**src/rtl/video_sram_arbiter_pkg.sv**
```systemverilog
// Shared definitions for the video SRAM port-0 arbiter: state encoding,
// default row width and the macro-select bit position.
package video_sram_arbiter_pkg;

   localparam int VIDEO_SRAM_ADDRESS_SIZE = 9;

   typedef enum logic [1:0] {
      IDLE    = 2'd0,
      ACCESS  = 2'd1,
      RESPOND = 2'd2
   } arb_state_e;

   // The macro-select bit sits directly above the row bits of a requester address.
   function automatic int macro_sel_bit(input int sram_address_size);
      return sram_address_size;
   endfunction

endpackage

```
**src/rtl/video_rr_picker2.sv**
```systemverilog
// Two-way grant picker. With ARBITER_ROUND_ROBIN_EN defined a lastGrant bit
// breaks ties in favour of the other requester; otherwise requester 0 always wins.
module video_rr_picker2 (
   input  logic clk_i,
   input  logic rst_i,
   input  logic valid0_i,
   input  logic valid1_i,
   input  logic update_i,
   output logic grant_o,
   output logic any_o
);

   assign any_o = valid0_i | valid1_i;

`ifdef ARBITER_ROUND_ROBIN_EN
   logic last_grant_q;
   logic last_grant_d;

   always_comb begin
      if (valid0_i && valid1_i) grant_o = ~last_grant_q;
      else                      grant_o = valid1_i;
   end

   assign last_grant_d = update_i ? grant_o : last_grant_q;

   // Reset to 1 so requester 0 takes the first tie.
   always_ff @(posedge clk_i) begin
      if (rst_i) last_grant_q <= 1'b1;
      else       last_grant_q <= last_grant_d;
   end
`else
   logic unused_ok;
   assign unused_ok = &{1'b0, clk_i, rst_i, update_i};
   assign grant_o   = valid1_i & ~valid0_i;
`endif

endmodule

```
**src/rtl/video_sram_arbiter.sv**
```systemverilog
// Shares SRAM port 0 of the video macro pair between two requesters with an
// IDLE/ACCESS/RESPOND sequencer. Tie-break mode: ARBITER_ROUND_ROBIN_EN.
module video_sram_arbiter
   import video_sram_arbiter_pkg::*;
#(
   parameter int SRAM_ADDRESS_SIZE = VIDEO_SRAM_ADDRESS_SIZE,
   parameter int ADDRESS_BITS      = SRAM_ADDRESS_SIZE + 1
) (
   input  logic                         wb_clk_i,
   input  logic                         wb_rst_i,
   // Handshake: reqN_valid is held with stable fields until the one-cycle
   // reqN_ack; fields are latched in IDLE, so they may change after ACCESS.
   input  logic                         req0_valid,
   input  logic                         req0_we,
   input  logic [ADDRESS_BITS-1:0]      req0_address,
   input  logic [3:0]                   req0_wmask,
   input  logic [31:0]                  req0_dataWrite,
   output logic                         req0_ack,
   output logic [31:0]                  req0_dataRead,
   output logic                         req0_busy,
   input  logic                         req1_valid,
   input  logic                         req1_we,
   input  logic [ADDRESS_BITS-1:0]      req1_address,
   input  logic [3:0]                   req1_wmask,
   input  logic [31:0]                  req1_dataWrite,
   output logic                         req1_ack,
   output logic [31:0]                  req1_dataRead,
   output logic                         req1_busy,
   output logic [1:0]                   sram_csb0,
   output logic                         sram_web0,
   output logic [3:0]                   sram_wmask0,
   output logic [SRAM_ADDRESS_SIZE-1:0] sram_addr0,
   output logic [31:0]                  sram_din0,
   input  logic [63:0]                  sram_dout0,
   output logic [1:0]                   dbg_state_o
);

   localparam int MSEL = macro_sel_bit(SRAM_ADDRESS_SIZE);

   arb_state_e                   state_q;
   logic [1:0]                   csb_q;
   logic                         web_q;
   logic [3:0]                   wmask_q;
   logic [SRAM_ADDRESS_SIZE-1:0] addr_q;
   logic [31:0]                  din_q;
   logic [1:0]                   ack_q;
   logic                         grant_q;
   logic                         we_q;
   logic                         macro_q;

   logic                    grant;
   logic                    any_req;
   logic                    leave_idle;
   logic                    sel_we;
   logic [ADDRESS_BITS-1:0] sel_address;
   logic [3:0]              sel_wmask;
   logic [31:0]             sel_data;
   logic [31:0]             read_half;

   assign leave_idle = (state_q == IDLE) && any_req;

   video_rr_picker2 u_picker (
      .clk_i    (wb_clk_i),
      .rst_i    (wb_rst_i),
      .valid0_i (req0_valid),
      .valid1_i (req1_valid),
      .update_i (leave_idle),
      .grant_o  (grant),
      .any_o    (any_req)
   );

   assign sel_we      = grant ? req1_we        : req0_we;
   assign sel_address = grant ? req1_address   : req0_address;
   assign sel_wmask   = grant ? req1_wmask     : req0_wmask;
   assign sel_data    = grant ? req1_dataWrite : req0_dataWrite;

   always_ff @(posedge wb_clk_i) begin
      if (wb_rst_i) begin
         state_q <= IDLE;
         csb_q   <= 2'b11;
         web_q   <= 1'b1;
         wmask_q <= 4'b0000;
         addr_q  <= '0;
         din_q   <= '0;
         ack_q   <= 2'b00;
         grant_q <= 1'b0;
         we_q    <= 1'b0;
         macro_q <= 1'b0;
      end else begin
         case (state_q)
            IDLE: begin
               if (any_req) begin
                  grant_q <= grant;
                  we_q    <= sel_we;
                  macro_q <= sel_address[MSEL];
                  csb_q   <= sel_address[MSEL] ? 2'b01 : 2'b10;
                  web_q   <= ~sel_we;
                  wmask_q <= sel_wmask;
                  addr_q  <= sel_address[SRAM_ADDRESS_SIZE-1:0];
                  din_q   <= sel_data;
                  state_q <= ACCESS;
               end
            end
            ACCESS: begin
               csb_q   <= 2'b11;
               web_q   <= 1'b1;
               wmask_q <= 4'b0000;
               ack_q   <= grant_q ? 2'b10 : 2'b01;
               state_q <= RESPOND;
            end
            RESPOND: begin
               ack_q   <= 2'b00;
               state_q <= IDLE;
            end
            default: state_q <= IDLE;
         endcase
      end
   end

   // The macro returns data the cycle after its select, i.e. while ack is high.
   assign read_half = macro_q ? sram_dout0[63:32] : sram_dout0[31:0];

   assign req0_ack      = ack_q[0];
   assign req1_ack      = ack_q[1];
   assign req0_dataRead = (ack_q[0] && !we_q) ? read_half : 32'h0;
   assign req1_dataRead = (ack_q[1] && !we_q) ? read_half : 32'h0;
   assign req0_busy     = req0_valid & ~ack_q[0];
   assign req1_busy     = req1_valid & ~ack_q[1];

   assign sram_csb0   = csb_q;
   assign sram_web0   = web_q;
   assign sram_wmask0 = wmask_q;
   assign sram_addr0  = addr_q;
   assign sram_din0   = din_q;
   assign dbg_state_o = state_q;

endmodule

```
**config.mk**
```make
export PLATFORM = sky130hd
export DESIGN_NAME = video_sram_arbiter
export DESIGN_NICKNAME = d
export VERILOG_FILES = /design/src/rtl/video_sram_arbiter_pkg.sv /design/src/rtl/video_rr_picker2.sv /design/src/rtl/video_sram_arbiter.sv
export SDC_FILE = /design/constraint.sdc
export NUM_CORES = 1
export LEC_CHECK = 0
export BUFFER_PORTS_ARGS = -buffer_cell sky130_fd_sc_hd__clkbuf_2
export CORE_AREA = 2 2 108 110
export CTS_BUF_LIST = sky130_fd_sc_hd__clkbuf_4 sky130_fd_sc_hd__clkbuf_8
export DETAILED_ROUTE_END_ITERATION = 10
export DIE_AREA = 0 0 110 112
export GPL_TIMING_DRIVEN = 0
export SLEW_MARGIN = 40
export SYNTH_ARGS = -nofsm -noshare
export SYNTH_HDL_FRONTEND = slang
export SYNTH_SLANG_ARGS = --single-unit
```
**constraint.sdc**
```tcl
create_clock -name wb_clk_i -period 2.75 [get_ports wb_clk_i]
set_clock_uncertainty 0.05 [all_clocks]
set_input_delay 0.1375 -clock wb_clk_i [delete_from_list [all_inputs] [get_ports wb_clk_i]]
set_output_delay 0.1375 -clock wb_clk_i [all_outputs]
set_load 0.01 [all_outputs]
```
# After elaboration in Yosys (flattened, before gate mapping)

Cells that the tools add are included.

Register bits after elaboration: 55
Input port bits: 162
Output and inout port bits: 118
Word-level logic and storage cells: 47

Equal/unequal tests: 3
Mux-type cells: 18
Bitwise operators: 8
Reductions and logical operators: 8

Operator list:

| operator                                      | number |
|---|---|
| 2-to-1 mux 32 bit                             | 4 |
| one-hot mux 2 bit (2 select lines)            | 3 |
| 2-to-1 mux 10 bit                             | 1 |
| 2-to-1 mux 2 bit                              | 4 |
| 2-to-1 mux 4 bit                              | 2 |
| one-hot mux 4 bit (2 select lines)            | 1 |
| inverter 1 bit                                | 4 |
| AND reduction 2 bit                           | 2 |
| nonzero test 2 bit                            | 2 |
| AND 1 bit                                     | 3 |
| == test 2 x 1 -> 1 bit, second input constant | 1 |
| == test 2 bit, second input constant          | 1 |
| logical AND 1 bit                             | 2 |
| zero test 2 bit                               | 1 |
| 2-to-1 mux 1 bit                              | 2 |
| != test 2 bit, second input constant          | 1 |
| one-hot mux 1 bit (2 select lines)            | 1 |
| zero test 1 bit                               | 1 |
| bitwise OR 1 bit                              | 1 |

# Longest topological paths before layout

Depth after elaboration: 6
Depth in mapped cells: 7

# Cells and area by module

From an unflattened synthesis, not the netlist that was laid out.

Cells, all modules: 356
Area, all modules: 3123.0 µm²

By module, submodules not included:

| module             | times used | cells an instance | area each (µm²) |
|---|---|---|---|
| video_sram_arbiter | 1          | 354               | 3110.5 |
| video_rr_picker2   | 1          | 2                 | 12.5 |

# Least setup slack after synthesis

OpenSTA, ideal clock, no wires.

Kind: flip-flop to flip-flop
Start point: register state_q[1] (netlist: dbg_state_o[1])
End point: register csb_q[1] (netlist: sram_csb0[1])
Setup time: 0.122 ns
Data arrival time: 1.514 ns
Required time: 2.578 ns
Path slack: 1.064 ns
Cell stages (with the launch flop): 6
Buffers on the path: 0
Period minus slack after synthesis: 1.686 ns
Cell sequence: dfxtp_1 inv_1 ha_1 or3b_1 or2_1 o32a_1

Longest elaborated chain between the ends: 3

Ends and longest elaborated chain:

| item                                                                        | RTL line                  | RTL |
|---|---|---|
| from (decl)                                                                 | video_sram_arbiter.sv:40  | `arb_state_e state_q;` |
| from (signal assigned)                                                      | video_sram_arbiter.sv:79  | `state_q <= IDLE;` |
| from (signal assigned)                                                      | video_sram_arbiter.sv:101 | `state_q <= ACCESS;` |
| from (signal assigned)                                                      | video_sram_arbiter.sv:109 | `state_q <= RESPOND;` |
| == test 2 x 1 -> 1 bit / zero test 2 bit (equally long branches)            | video_sram_arbiter.sv:90  | `case (state_q)` |
| nonzero test 2 bit (no source line) / != test 2 bit (equally long branches) | -                         |  |
| AND reduction 2 bit (no source line)                                        | -                         |  |
| to (signal assigned)                                                        | video_sram_arbiter.sv:96  | `csb_q <= sel_address[MSEL] ? 2'b01 : 2'b10;` |
| to (decl)                                                                   | video_sram_arbiter.sv:41  | `logic [1:0] csb_q;` |

Several ways; a longest one is shown, not always the timed one.
A chain may end at the register's enable or synchronous reset.

# Worst setup path in the final report

Start point: register state_q[0] (netlist: dbg_state_o[0])
End point: register din_q[3] (netlist: sram_din0[3])

Longest elaborated chain between the ends: 2

Ends and longest elaborated chain:

| item                                 | RTL line                  | RTL |
|---|---|---|
| zero test 2 bit                      | video_sram_arbiter.sv:90  |  |
| AND reduction 2 bit (no source line) | -                         |  |
| to (signal assigned)                 | video_sram_arbiter.sv:100 | `din_q <= sel_data;` |
| to (decl)                            | video_sram_arbiter.sv:45  | `logic [31:0] din_q;` |

Every way passes these cells.

==> qor.tcl <==
set qor(final_design_area_no_fill_sq_um) 5010
set qor(yosys.area.top_type) {sky130_fd_sc_hd__dfxtp_1}
set qor(drt_first_iter_violations) 133
set qor(core_area_sq_um) 11200
set qor(grt_antenna_before_repair) 3
set qor(cts_max_path_buffers) 2
set qor(portBuffers) 278
set qor(totalWireLength_um) 13000
set qor(rsz0062_at_grt) {false}
set qor(clkLatencyLatePin_ns) 0.30
set qor(grt_pass1_wl_um) 19300
set qor(path_class) {reg2reg}
set qor(placement.cell_area_sq_um) 4830
set qor(dr_drc_count) 0
set qor(cts_resized) 0
set qor(netlist_top_cells_area) {sky130_fd_sc_hd__dfxtp_1 34%, sky130_fd_sc_hd__nor2_1 14%, sky130_fd_sc_hd__mux2i_1 11%}
set qor(synth_cells) 413
set qor(post-synth-top-area-fraction) 0.337
set qor(number_of_global_route_vias_before_repair) 3918
set qor(cp-start-kind) {flip-flop}
set qor(grt-ovfl-total) 0
set qor(timing.hold.worst.class) {in2reg}
set qor(unique_masters_post_synth) 29
set qor(worstPathArrival_ns) 2.46
set qor(num_rows) 39
set qor(pin_count) 280
set qor(initial_utilization) 0.292
set qor(tns_ns) 0
set qor(hold_ws_ns) 0.00406
set qor(route.detailed.wl_per_inst_um) 15.3
set qor(worstPathRequired_ns) 2.92
set qor(drt_pass1_iterations) 4
set qor(final_net_count) 871
set qor(max_slew_margin) 0.540
set qor(critical_path.max_fanout) 10
set qor(synth_flop_cell) {sky130_fd_sc_hd__dfxtp_1}
set qor(tritoncts.num_buffers) 5
set qor(transition_time_at_the_pin_with_the_least_slew_margin_ns) 0.691
set qor(crit_path_end_kind) {flip-flop}
set qor(die_height_um) 112
set qor(total_power_mw) 2.54
set qor(gpl.final_weighted_congestion) 0.801
set qor(post_synth.cell_area_avg_sq_um) 7.90
set qor(max_cap_viol_count) 0
set qor(layout-area-overhead-vs-synth_pct) 53.5
set qor(drive_gt1_frac) 0.473
set qor(dr_total_vias) 4056
set qor(syn_std_cell_area_sq_um) 3260
set qor(gr-usage-all-layers) 0.202
set qor(sum_of_net_half_perimeters_after_detailed_placement_um) 10900
set qor(post-route-util) 0.448
set qor(pwr_density_cell_nw_per_um2) 507
set qor(hold_violations) 0
set qor(cts_tree) {yes}
set qor(post_cts_buffers) 0
set qor(ctsRootBufferMaster) {sky130_fd_sc_hd__clkbuf_8}
set qor(dieWidth_um) 110
set qor(slew_viol_final) 0
set qor(grt_start_max_net_pins) 18
set qor(postRouteAntennaNets) 0
set qor(synth_sequential_area_ratio) 0.337
set qor(maxClockFrequency_mhz) 436
set qor(outcome) {completed}
set qor(timing.final.crit_period_ns) 2.29
set qor(htreeDepth) 2
set qor(design.die.area_sq_um) 12300
set qor(vias_per_cell) 4.76
set qor(synth_edf_count) 0
set qor(clk_pin_slew_ns) 0.11
set qor(clkSinkCount) 55
set qor(setup_violations) 0
set qor(synth_seq_cells) 55
set qor(yosys_warnings) 0
set qor(async_flop_share) 0
set qor(cts_hold_buffers) 7
set qor(power_leakage_nw) 2.58
set qor(synth_fp_nets) 579
set qor(min_period_over_period) 0.834
set qor(power.ir.vdd_worst_mv) 0.237
[final cells by class]
type                    instances  area (sq um)
clock buffers                   6          82.6
multi-input cells             316          1930
diodes                          3          7.51
repair buffers                285          1460
well taps                     143           179
flip-flops and latches         55          1100
fillers                      1139          6170
plain buffers                  38           220
inverters                       4          15.0
clock inverters                 2          13.8
[placed cells by master, fill, tap and decap left out, drive strengths merged]
cell	n
or3b	1
or2	1
dlygate4sd3	7
nor2	118
and2b	1
ha	4
a21oi	2
a211oi	2
o32ai	1
diode	3
buf	26
o32a	2
nor3b	1
nor4	1
a22oi	2
inv	5
mux2i	36
clkinv	1
a311oi	42
nor2b	2
nand2	84
dfxtp	55
nand2b	4
o41ai	3
a221oi	4
o21a	1
nand3b	4
clkbuf	296
[registers in the layout, indices dropped and copies added (netlist names)]
name,count
ack_q,2
sram_addr0,9
macro_q,1
grant_q,1
sram_din0,32
dbg_state_o,2
sram_web0,1
sram_csb0,2
sram_wmask0,4
we_q,1
[cell usage after synthesis, types with 5 or more instances]
| master | number |
|---|---|
| sky130_fd_sc_hd__mux2i_1 | 36 |
| sky130_fd_sc_hd__dfxtp_1 | 55 |
| sky130_fd_sc_hd__buf_2 | 14 |
| sky130_fd_sc_hd__a311oi_1 | 20 |
| sky130_fd_sc_hd__buf_6 | 5 |
| sky130_fd_sc_hd__nor2_1 | 118 |
| sky130_fd_sc_hd__buf_4 | 6 |
| sky130_fd_sc_hd__nand2_1 | 84 |
| sky130_fd_sc_hd__a311oi_2 | 22 |
| sky130_fd_sc_hd__clkbuf_1 | 12 |
[through the flow]
stage               instances  worst slack (ns)
floorplan                 413              1.06
finish                    852             0.456
detailed placement        834             0.889
CTS                       849             0.438
global placement          834             0.919
global route              850             0.244
[per-layer routing]
metal  up-vias  global-route usage  share of wire  wire (um)
met5         -                   0              0          0
met4         0              0.0650          0.025        328
met3        17              0.0691           0.10       1310
met2       195               0.373           0.50       6560
met1      1837               0.208           0.37       4800
li1       2007                   -              -          -
[power breakdown]
group / leakage [nW] / total (mW) / switching [mW] / internal [mW]
combinational: 2.07 / 1.05 / 0.593 / 0.457
clock: 0.0516 / 0.499 / 0.292 / 0.207
sequential: 0.456 / 0.987 / 0.0733 / 0.914
[cells by family (layout without fill, tap and decap cells)]
logic type,Yosys count,after routing,synth area share
compound gates,59,59,0.197
fa+ha+maj,4,4,0.0153
buf+inv,42,335,0.0721
flops,55,55,0.337
mux,36,36,0.110
other cells,0,3,0
simple gates,217,217,0.268
[final timing paths]
kind,from,endpoint,slack (ns),cells past startpoint
setup / recovery,dbg_state_o[0],sram_din0[3],0.46,8
hold / removal,req0_dataWrite[7],sram_din0[7],0.004,3
setup reg to reg,dbg_state_o[0],sram_din0[3],0.46,8
hold reg to reg,sram_wmask0[3],sram_wmask0[3],0.43,2
[critical path: stages, from the launching register on]
cell and delay [ns]:
sky130_fd_sc_hd__dfxtp_1 0.35, sky130_fd_sc_hd__inv_1 0.12, sky130_fd_sc_hd__ha_1 0.19, sky130_fd_sc_hd__buf_4 0.17
sky130_fd_sc_hd__o21a_1 0.22, sky130_fd_sc_hd__buf_6 0.17, sky130_fd_sc_hd__buf_2 0.24, sky130_fd_sc_hd__a311oi_1 0.11
sky130_fd_sc_hd__dlygate4sd3_1 0.58
Power figures use the tool's default switching activity.
